===== config.mk =====
export PLATFORM = sky130hd
export DESIGN_NAME = ip_rx_dispatch_flat
export DESIGN_NICKNAME = d
export VERILOG_FILES = /design/src/rtl/ip_rx_pkg.sv /design/src/rtl/ip_rx_dispatch_if.sv /design/src/rtl/ip_hdr_csum.sv /design/src/rtl/ip_rx_dispatch.sv /design/src/flat_wrapper.sv
export SDC_FILE = /design/constraint.sdc
export NUM_CORES = 1
export LEC_CHECK = 0
export BUFFER_PORTS_ARGS = -buffer_cell sky130_fd_sc_hd__buf_4
export CAP_MARGIN = 10
export CELL_PAD_IN_SITES_DETAIL_PLACEMENT = 1
export CELL_PAD_IN_SITES_GLOBAL_PLACEMENT = 2
export CORE_MARGIN = 4
export CORE_UTILIZATION = 35
export CTS_BUF_LIST = sky130_fd_sc_hd__clkbuf_16
export CTS_CLUSTER_SIZE = 8
export DETAILED_ROUTE_END_ITERATION = 10
export PLACE_DENSITY_LB_ADDON = 0.2
export SLEW_MARGIN = 20
export SYNTH_ARGS = -nofsm -noshare
export SYNTH_HDL_FRONTEND = slang
export SYNTH_SLANG_ARGS = --single-unit

===== constraint.sdc =====
create_clock -name clk -period 11.4 [get_ports clk]
set_clock_uncertainty 0.05 [all_clocks]
set_input_delay 1.14 -clock clk [delete_from_list [all_inputs] [get_ports clk]]
set_output_delay 1.14 -clock clk [all_outputs]
set_load 0.02 [all_outputs]

===== src/rtl/ip_rx_pkg.sv =====
// ip_rx_pkg: shared types and constants for the IPv4 receive dispatcher
package ip_rx_pkg;
  typedef enum logic [2:0] {IDLE, HDR, PAYLOAD, PAD, DROP} state_t;
  localparam logic [3:0] IPV4_VERSION = 4'd4;
  localparam logic [3:0] IHL_MIN = 4'd5;
  localparam logic [31:0] BCAST_IP = 32'hFFFF_FFFF;
  localparam logic [47:0] BCAST_MAC = 48'hFFFF_FFFF_FFFF;
  localparam logic [15:0] OFF_TOTLEN = 16'd2;
  localparam logic [15:0] OFF_PROTO = 16'd9;
  localparam logic [15:0] OFF_SRC = 16'd12;
  localparam logic [15:0] OFF_DST = 16'd16;
endpackage


===== src/rtl/ip_rx_dispatch_if.sv =====
// ip_rx_dispatch_if: MAC-side byte stream in, payload byte stream out
interface ip_rx_dispatch_if #(parameter int NUM_PROTO = 2);
  logic rx_valid;
  logic [7:0] rx_data;
  logic rx_sof;
  logic rx_eof;
  logic pl_valid;
  logic [7:0] pl_data;
  logic pl_sof;
  logic pl_eof;
  logic pl_err;
  logic [NUM_PROTO-1:0] pl_sel;
  modport master (output rx_valid, rx_data, rx_sof, rx_eof, input pl_valid, pl_data, pl_sof, pl_eof, pl_err, pl_sel);
  modport slave (input rx_valid, rx_data, rx_sof, rx_eof, output pl_valid, pl_data, pl_sof, pl_eof, pl_err, pl_sel);
endinterface


===== src/rtl/ip_hdr_csum.sv =====
// ip_hdr_csum: ones-complement header sum over big-endian words, end-around carry per word
module ip_hdr_csum (
  input  logic       clk,
  input  logic       rst_n,
  input  logic       clr,
  input  logic       valid,
  input  logic [7:0] data,
  output logic       sum_ok
);
  logic [15:0] acc;
  logic [7:0] hi;
  logic odd;
  logic [16:0] s;
  logic [15:0] folded;
  assign s = {1'b0, acc} + {1'b0, hi, data};
  assign folded = s[15:0] + {15'd0, s[16]};
  // sum_ok already includes the word completed by the current byte so the header end can decide in-cycle
  assign sum_ok = ((valid & odd & ~clr) ? folded : acc) == 16'hFFFF;
  // accumulate: even bytes park as the high half, odd bytes complete a word
  always_ff @(posedge clk or negedge rst_n)
    if (!rst_n) begin
      acc <= '0;
      hi <= '0;
      odd <= 1'b0;
    end else if (valid & clr) begin
      acc <= '0;
      hi <= data;
      odd <= 1'b1;
    end else if (valid) begin
      acc <= odd ? folded : acc;
      hi <= odd ? hi : data;
      odd <= ~odd;
    end
endmodule


===== src/rtl/ip_rx_dispatch.sv =====
// ip_rx_dispatch: IPv4 header check/strip and one-hot protocol dispatch of the payload
module ip_rx_dispatch
  import ip_rx_pkg::*;
#(
  parameter int NUM_PROTO = 2,
  parameter logic [NUM_PROTO*8-1:0] PROTO_LIST = {8'h11, 8'h01},
  parameter bit ACCEPT_BCAST = 1'b1
) (
  input  logic        clk,
  input  logic        rst_n,
  input  logic [31:0] local_ip_addr,
  input  logic [47:0] local_mac_addr,
  input  logic [47:0] mac_dst_addr,
  ip_rx_dispatch_if.slave bus,
  output logic [15:0] pl_len,
  output logic [7:0]  protocol,
  output logic [31:0] src_ip,
  output logic [31:0] dst_ip,
  output logic        hdr_done,
  output logic        err_checksum,
  output logic        err_addr,
  output logic        err_hdr
);
  state_t state, nxt;
  logic [15:0] cnt, tot_len, hdr_len;
  logic [3:0] ihl;
  logic [NUM_PROTO-1:0] hit, sel_q;
  logic [31:0] dst_cur;
  logic [7:0] pd;
  logic pv, ps, pe, perr;
  logic start, bad_ver, in_hdr, in_pay, hdr_last, pay_last, sum_ok;
  logic chk_hdr, chk_cs, chk_addr, hdr_good, pay, addr_bad;
  logic fwd, last, abort_pl, done, go_pay, e_hdr, e_cs, e_addr;

  for (genvar i = 0; i < NUM_PROTO; i++) begin : g_hit
    assign hit[i] = protocol == PROTO_LIST[8*i +: 8];
  end

  assign start = bus.rx_valid & bus.rx_sof;
  assign bad_ver = bus.rx_data[7:4] != IPV4_VERSION || bus.rx_data[3:0] < IHL_MIN;
  assign in_hdr = bus.rx_valid & ~bus.rx_sof & state == HDR;
  assign in_pay = bus.rx_valid & ~bus.rx_sof & state == PAYLOAD;
  assign hdr_len = {10'd0, ihl, 2'b00};
  assign hdr_last = cnt == hdr_len - 16'd1;
  assign pay_last = cnt == tot_len - 16'd1;
  assign dst_cur = cnt == OFF_DST + 16'd3 ? {dst_ip[23:0], bus.rx_data} : dst_ip;
  assign addr_bad = !((dst_cur == local_ip_addr || (ACCEPT_BCAST && dst_cur == BCAST_IP)) &&
                      (mac_dst_addr == local_mac_addr || (ACCEPT_BCAST && mac_dst_addr == BCAST_MAC)));
  assign chk_hdr = tot_len < hdr_len;
  assign chk_cs = ~chk_hdr & ~sum_ok;
  assign chk_addr = ~chk_hdr & sum_ok & addr_bad;
  assign hdr_good = ~chk_hdr & sum_ok & ~addr_bad;
  assign pay = hdr_good & |hit & tot_len != hdr_len;

  ip_hdr_csum u_csum (
    .clk(clk),
    .rst_n(rst_n),
    .clr(start),
    .valid(start | in_hdr),
    .data(bus.rx_data),
    .sum_ok(sum_ok)
  );

  // state register
  always_ff @(posedge clk or negedge rst_n)
    if (!rst_n) state <= IDLE;
    else state <= nxt;

  // next state: sof always restarts a header; eof always ends the frame
  always_comb begin
    nxt = state;
    if (start) nxt = bus.rx_eof ? IDLE : bad_ver ? DROP : HDR;
    else if (bus.rx_valid)
      case (state)
        HDR: nxt = bus.rx_eof ? IDLE : hdr_last ? (pay ? PAYLOAD : DROP) : HDR;
        PAYLOAD: nxt = bus.rx_eof ? IDLE : pay_last ? PAD : PAYLOAD;
        PAD, DROP: nxt = bus.rx_eof ? IDLE : state;
        default: nxt = state;
      endcase
  end

  // output events: forwarding, abort marker and the single error/done pulse per header
  always_comb begin
    fwd = in_pay & (pay_last | ~bus.rx_eof);
    last = in_pay & pay_last;
    abort_pl = state == PAYLOAD & bus.rx_valid & (bus.rx_sof | (bus.rx_eof & ~pay_last));
    e_hdr = (start & (bad_ver | bus.rx_eof | state == HDR)) |
            (in_hdr & (hdr_last ? (chk_hdr | (pay & bus.rx_eof)) : bus.rx_eof));
    e_cs = in_hdr & hdr_last & chk_cs;
    e_addr = in_hdr & hdr_last & chk_addr;
    done = in_hdr & hdr_last & hdr_good & |hit & ~(pay & bus.rx_eof);
    go_pay = done & pay;
  end

  // header field capture and byte counter (counter only runs while bytes matter)
  always_ff @(posedge clk or negedge rst_n)
    if (!rst_n) begin
      cnt <= '0;
      ihl <= '0;
      tot_len <= '0;
      protocol <= '0;
      src_ip <= '0;
      dst_ip <= '0;
    end else if (start) begin
      cnt <= 16'd1;
      ihl <= bus.rx_data[3:0];
    end else begin
      if (in_hdr | in_pay) cnt <= cnt + 16'd1;
      if (in_hdr && cnt == OFF_TOTLEN) tot_len[15:8] <= bus.rx_data;
      if (in_hdr && cnt == OFF_TOTLEN + 16'd1) tot_len[7:0] <= bus.rx_data;
      if (in_hdr && cnt == OFF_PROTO) protocol <= bus.rx_data;
      if (in_hdr && cnt >= OFF_SRC && cnt < OFF_DST) src_ip <= {src_ip[23:0], bus.rx_data};
      if (in_hdr && cnt >= OFF_DST && cnt < OFF_DST + 16'd4) dst_ip <= {dst_ip[23:0], bus.rx_data};
    end

  // registered payload stream and status pulses, one cycle behind the input byte
  always_ff @(posedge clk or negedge rst_n)
    if (!rst_n) begin
      pv <= 1'b0;
      pd <= '0;
      ps <= 1'b0;
      pe <= 1'b0;
      perr <= 1'b0;
      sel_q <= '0;
      pl_len <= '0;
      hdr_done <= 1'b0;
      err_checksum <= 1'b0;
      err_addr <= 1'b0;
      err_hdr <= 1'b0;
    end else begin
      pv <= fwd;
      pd <= fwd ? bus.rx_data : 8'h00;
      ps <= fwd & cnt == hdr_len;
      pe <= last | abort_pl;
      perr <= abort_pl;
      sel_q <= go_pay ? hit : pe ? '0 : sel_q;
      pl_len <= done ? tot_len - hdr_len : pl_len;
      hdr_done <= done;
      err_checksum <= e_cs;
      err_addr <= e_addr;
      err_hdr <= e_hdr;
    end

  assign bus.pl_valid = pv;
  assign bus.pl_data = pd;
  assign bus.pl_sof = ps;
  assign bus.pl_eof = pe;
  assign bus.pl_err = perr;
  assign bus.pl_sel = sel_q;
endmodule


===== src/flat_wrapper.sv =====
// flat-port wrapper written by rule: the top's interface ports become plain ports
module ip_rx_dispatch_flat import ip_rx_pkg::*;
#(
  parameter int NUM_PROTO = 2,
  parameter logic [NUM_PROTO*8-1:0] PROTO_LIST = {8'h11, 8'h01},
  parameter bit ACCEPT_BCAST = 1'b1
)
  (clk, rst_n, local_ip_addr, local_mac_addr, mac_dst_addr, pl_len, protocol, src_ip, dst_ip, hdr_done, err_checksum, err_addr, err_hdr, bus_rx_valid, bus_rx_data, bus_rx_sof, bus_rx_eof, bus_pl_valid, bus_pl_data, bus_pl_sof, bus_pl_eof, bus_pl_err, bus_pl_sel);
  ip_rx_dispatch_if #(.NUM_PROTO(NUM_PROTO)) bus_i ();
  input  logic clk;
  input  logic rst_n;
  input  logic [31:0] local_ip_addr;
  input  logic [47:0] local_mac_addr;
  input  logic [47:0] mac_dst_addr;
  output logic [15:0] pl_len;
  output logic [7:0] protocol;
  output logic [31:0] src_ip;
  output logic [31:0] dst_ip;
  output logic hdr_done;
  output logic err_checksum;
  output logic err_addr;
  output logic err_hdr;
  input wire logic [$bits(bus_i.rx_valid)-1:0] bus_rx_valid;
  input wire logic [$bits(bus_i.rx_data)-1:0] bus_rx_data;
  input wire logic [$bits(bus_i.rx_sof)-1:0] bus_rx_sof;
  input wire logic [$bits(bus_i.rx_eof)-1:0] bus_rx_eof;
  output wire logic [$bits(bus_i.pl_valid)-1:0] bus_pl_valid;
  output wire logic [$bits(bus_i.pl_data)-1:0] bus_pl_data;
  output wire logic [$bits(bus_i.pl_sof)-1:0] bus_pl_sof;
  output wire logic [$bits(bus_i.pl_eof)-1:0] bus_pl_eof;
  output wire logic [$bits(bus_i.pl_err)-1:0] bus_pl_err;
  output wire logic [$bits(bus_i.pl_sel)-1:0] bus_pl_sel;
  assign bus_i.rx_valid = bus_rx_valid;
  assign bus_i.rx_data = bus_rx_data;
  assign bus_i.rx_sof = bus_rx_sof;
  assign bus_i.rx_eof = bus_rx_eof;
  assign bus_pl_valid = bus_i.pl_valid;
  assign bus_pl_data = bus_i.pl_data;
  assign bus_pl_sof = bus_i.pl_sof;
  assign bus_pl_eof = bus_i.pl_eof;
  assign bus_pl_err = bus_i.pl_err;
  assign bus_pl_sel = bus_i.pl_sel;
  ip_rx_dispatch #(.NUM_PROTO(NUM_PROTO), .PROTO_LIST(PROTO_LIST), .ACCEPT_BCAST(ACCEPT_BCAST)) u_core (.clk(clk), .rst_n(rst_n), .local_ip_addr(local_ip_addr), .local_mac_addr(local_mac_addr), .mac_dst_addr(mac_dst_addr), .bus(bus_i), .pl_len(pl_len), .protocol(protocol), .src_ip(src_ip), .dst_ip(dst_ip), .hdr_done(hdr_done), .err_checksum(err_checksum), .err_addr(err_addr), .err_hdr(err_hdr));
endmodule

==> results.json <==
{
  "crit_path_start": "bus_rx_data[0]",
  "cp-start-kind": "input port",
  "peakVddDrop_mv": 0.0956,
  "hold_class": "flop to flop",
  "grt_max_degree": 66,
  "cts_inserted_buffers": 17,
  "syn_to_final_growth_pct": 26.2,
  "synth-edff-count": 0,
  "min_period_ns": 6.37,
  "status": "completed",
  "ys_seq_elements": 170,
  "grt_remaining_overflow": 0,
  "clock_sinks": 170,
  "die_area_um2": 33000,
  "cts-resized-gates": 0,
  "num_vias": 8902,
  "synth_top_area_cell": "dfrtp_1",
  "ys.flop_type": "dfrtp_1",
  "setup_viol": 0,
  "clockRootBuffer": "clkbuf_16",
  "synth_area_um2": 10500,
  "critPathKind": "input port to flop",
  "clk_pin_slew_worst_paths_ns": 0.07,
  "std_cell_rows": 63,
  "endpoint_kind": "flop",
  "grt_setup_unrepaired": "false",
  "setup_tns_ns": 0,
  "finish.utilization_pct": 44.8,
  "rr_startpoint": "u_core.u_csum.acc[0]",
  "antenna_found_initial": 0,
  "finalWorstSetupSlack_ns": 5.03,
  "start_util_pct": 35.5,
  "fin_crit_sh_pct": 55.8,
  "ctsHoldBuffers": 0,
  "yosys_warnings": 0,
  "gp_congestion": 0.876,
  "drive_above_1_share_pct": 31.0,
  "grt_pass1_wl_um": 57000,
  "min-delay-start": "u_core.src_ip[30]",
  "max_slew_margin_pct": 40.6,
  "ys_seq_area_share_pct": 40.3,
  "worst_pin_slew_ns": 0.889,
  "ys_top_cells_by_area": "dfrtp_1 (40%), xnor2_1 (11%), mux2_2 (10%), ha_1 (3.4%), nand4_1 (3.4%)",
  "drt_wl_total_um": 36600,
  "grt_pass1_vias": 9399,
  "dr.pass1.iters": 5,
  "crit_fanout": 17,
  "avgViaCountPerCell": 5.30,
  "arrival_ns": 6.63,
  "synth_cell_types": 74,
  "final_common_cell": "buf_4",
  "fin_cells": 1681,
  "most-common-layout-cells": "buf_4 (253), dfrtp_1 (170), xnor2_1 (134)",
  "max_cap_viol_count": 0,
  "cts_tree": "yes",
  "num-nets-final": 1451,
  "synthArstFlopShare_pct": 100,
  "syn_avg_cell_area_um2": 10.0,
  "postSynthCellCount": 1054,
  "p_leak_nw": 6.18,
  "hold_violations": 0,
  "cts.path.max_buffers": 2,
  "io_pins": 247,
  "pwr_density_cell_nw_per_um2": 162,
  "hpwl_um": 28900,
  "placed_area_um2": 12800,
  "portBuffers": 246,
  "post_cts_buffers": 0,
  "place_ws_ns": 4.60,
  "core_um2": 29700,
  "detail-route-antenna-nets": 0,
  "clk_latency_ns": 0.44,
  "yosys.area.top_type_share_pct": 40.3,
  "drc": 0,
  "drt_iter0_markers": 435,
  "wl_per_cell_um": 21.8,
  "syn-num-nets": 1226,
  "fmax_mhz": 157,
  "maxSlewViolCount": 0,
  "die_h_um": 182,
  "die_w_um": 182,
  "dp.cells": 1650,
  "critical_path_required_ns": 11.67,
  "grt_usage_pct": 22.0,
  "fillers": 3341,
  "antenna_cells": 0,
  "finalInstanceArea_um2": 13300,
  "htree_levels": 4
}
-- critical path, cell delays in order --
cell       delay (ns)
buf_4            0.19
ha_1             0.20
inv_1            0.05
fa_1             0.40
nand2b_1         0.20
a211oi_1         0.43
o21ai_0          0.14
nand2b_1         0.16
a31o_2           0.17
a21o_1           0.10
a21o_1           0.12
ha_1             0.17
ha_1             0.18
nand2_1          0.07
or4_1            0.52
or3_4            0.43
or4_4            0.43
a211oi_2         0.29
a31oi_2          0.27
a2111oi_4        0.27
buf_4            0.31
mux2_2           0.37
-- synth_stat cells, types with 3 or more instances --
cell,number
o211ai_1,5
or3_1,9
nor3_1,23
xnor2_1,134
or4_1,3
a41oi_1,4
a21o_1,6
o21ai_0,47
and3_1,8
nand2_1,63
o31ai_1,6
nand3_1,23
a211oi_1,8
inv_1,43
a21oi_1,21
ha_1,29
a31o_2,3
nand2b_1,14
a22o_1,7
xor2_1,35
clkbuf_1,45
and2_1,11
nor4_1,21
mux2i_1,11
o22a_1,4
mux2_2,98
nor2_1,57
and4_1,3
dfrtp_1,170
nand4_1,58
o22ai_1,10
nor2b_1,18
nand3b_1,3
-- cells by family (layout without fill, tap and decap cells) --
family,Yosys count,after routing,share of synthesized area [%]
adders and majority gates,31,31,3.82
AOI/OAI and AO/OA,154,154,10.2
xor gates and xnor gates,169,169,14.0
and+or+nand+nor,330,330,16.8
DFF,170,170,40.3
muxes,109,109,11.5
buffers and inverters,91,328,3.33
-- layout make-up --
class,instances,area (µm²),share of cell area (%)
clock buffer,17,425,3.20
multi-input combinational,793,5950,44.7
tap,390,488,3.67
clock inverter,14,118,0.884
sequential,170,4250,32.0
inverter,43,161,1.21
timing repair buffer,254,1910,14.4
-- flip-flops by register name, summed over array words and instances (netlist names), 2 cells and up --
name	count
u_core.dst_ip	32
u_core.src_ip	32
u_core.cnt	16
u_core.pl_len	16
u_core.tot_len	16
u_core.u_csum.acc	16
u_core.bus.pl_data	8
u_core.protocol	8
u_core.u_csum.hi	8
u_core.ihl	4
u_core.state	3
u_core.bus.pl_sel	2
-- through the flow --
| stage | hold WS, ns | total power (W) |
|---|---|---|
| finish | 0.458 | 0.00216 |
| global route | 0.477 | 0.00231 |
| CTS | 0.463 | 0.00218 |
| detailed placement | 0.448 | 0.00162 |
| global placement | 0.440 | 0.00160 |
| floorplan | 0.404 | 0.00135 |
-- final timing paths --
| kind | end | slack (ns) | cells after the start |
|---|---|---|---|
| max | u_core.pl_len[5] | 5.03 | 22 |
| min | u_core.src_ip[30] | 0.46 | 1 |
| max reg2reg | u_core.pl_len[5] | 5.58 | 21 |
| min reg2reg | u_core.src_ip[30] | 0.46 | 1 |
| max in group asynchronous | u_core.tot_len[5] | 9.49 | 2 |
| min in group asynchronous | u_core.src_ip[29] | 0.59 | 1 |
-- power by group --
part | switching, W | leakage, nW | internal (W)
Clock | 0.000266 | 0.269 | 0.000284
Combinational | 0.000482 | 3.59 | 0.000388
Sequential | 0.0000913 | 2.32 | 0.000649
-- routing by layer --
metal / global-route usage (%) / routed length [µm] / share of wire (%) / vias to the layer above
li1: - / - / - / 4227
met1: 30.5 / 16900 / 46 / 4468
met2: 37.0 / 18000 / 49 / 174
met3: 2.76 / 1200 / 3.3 / 33
met4: 4.74 / 595 / 1.6 / 0
met5: 0 / 0 / 0 / -
(Power assumes the default switching activity.)
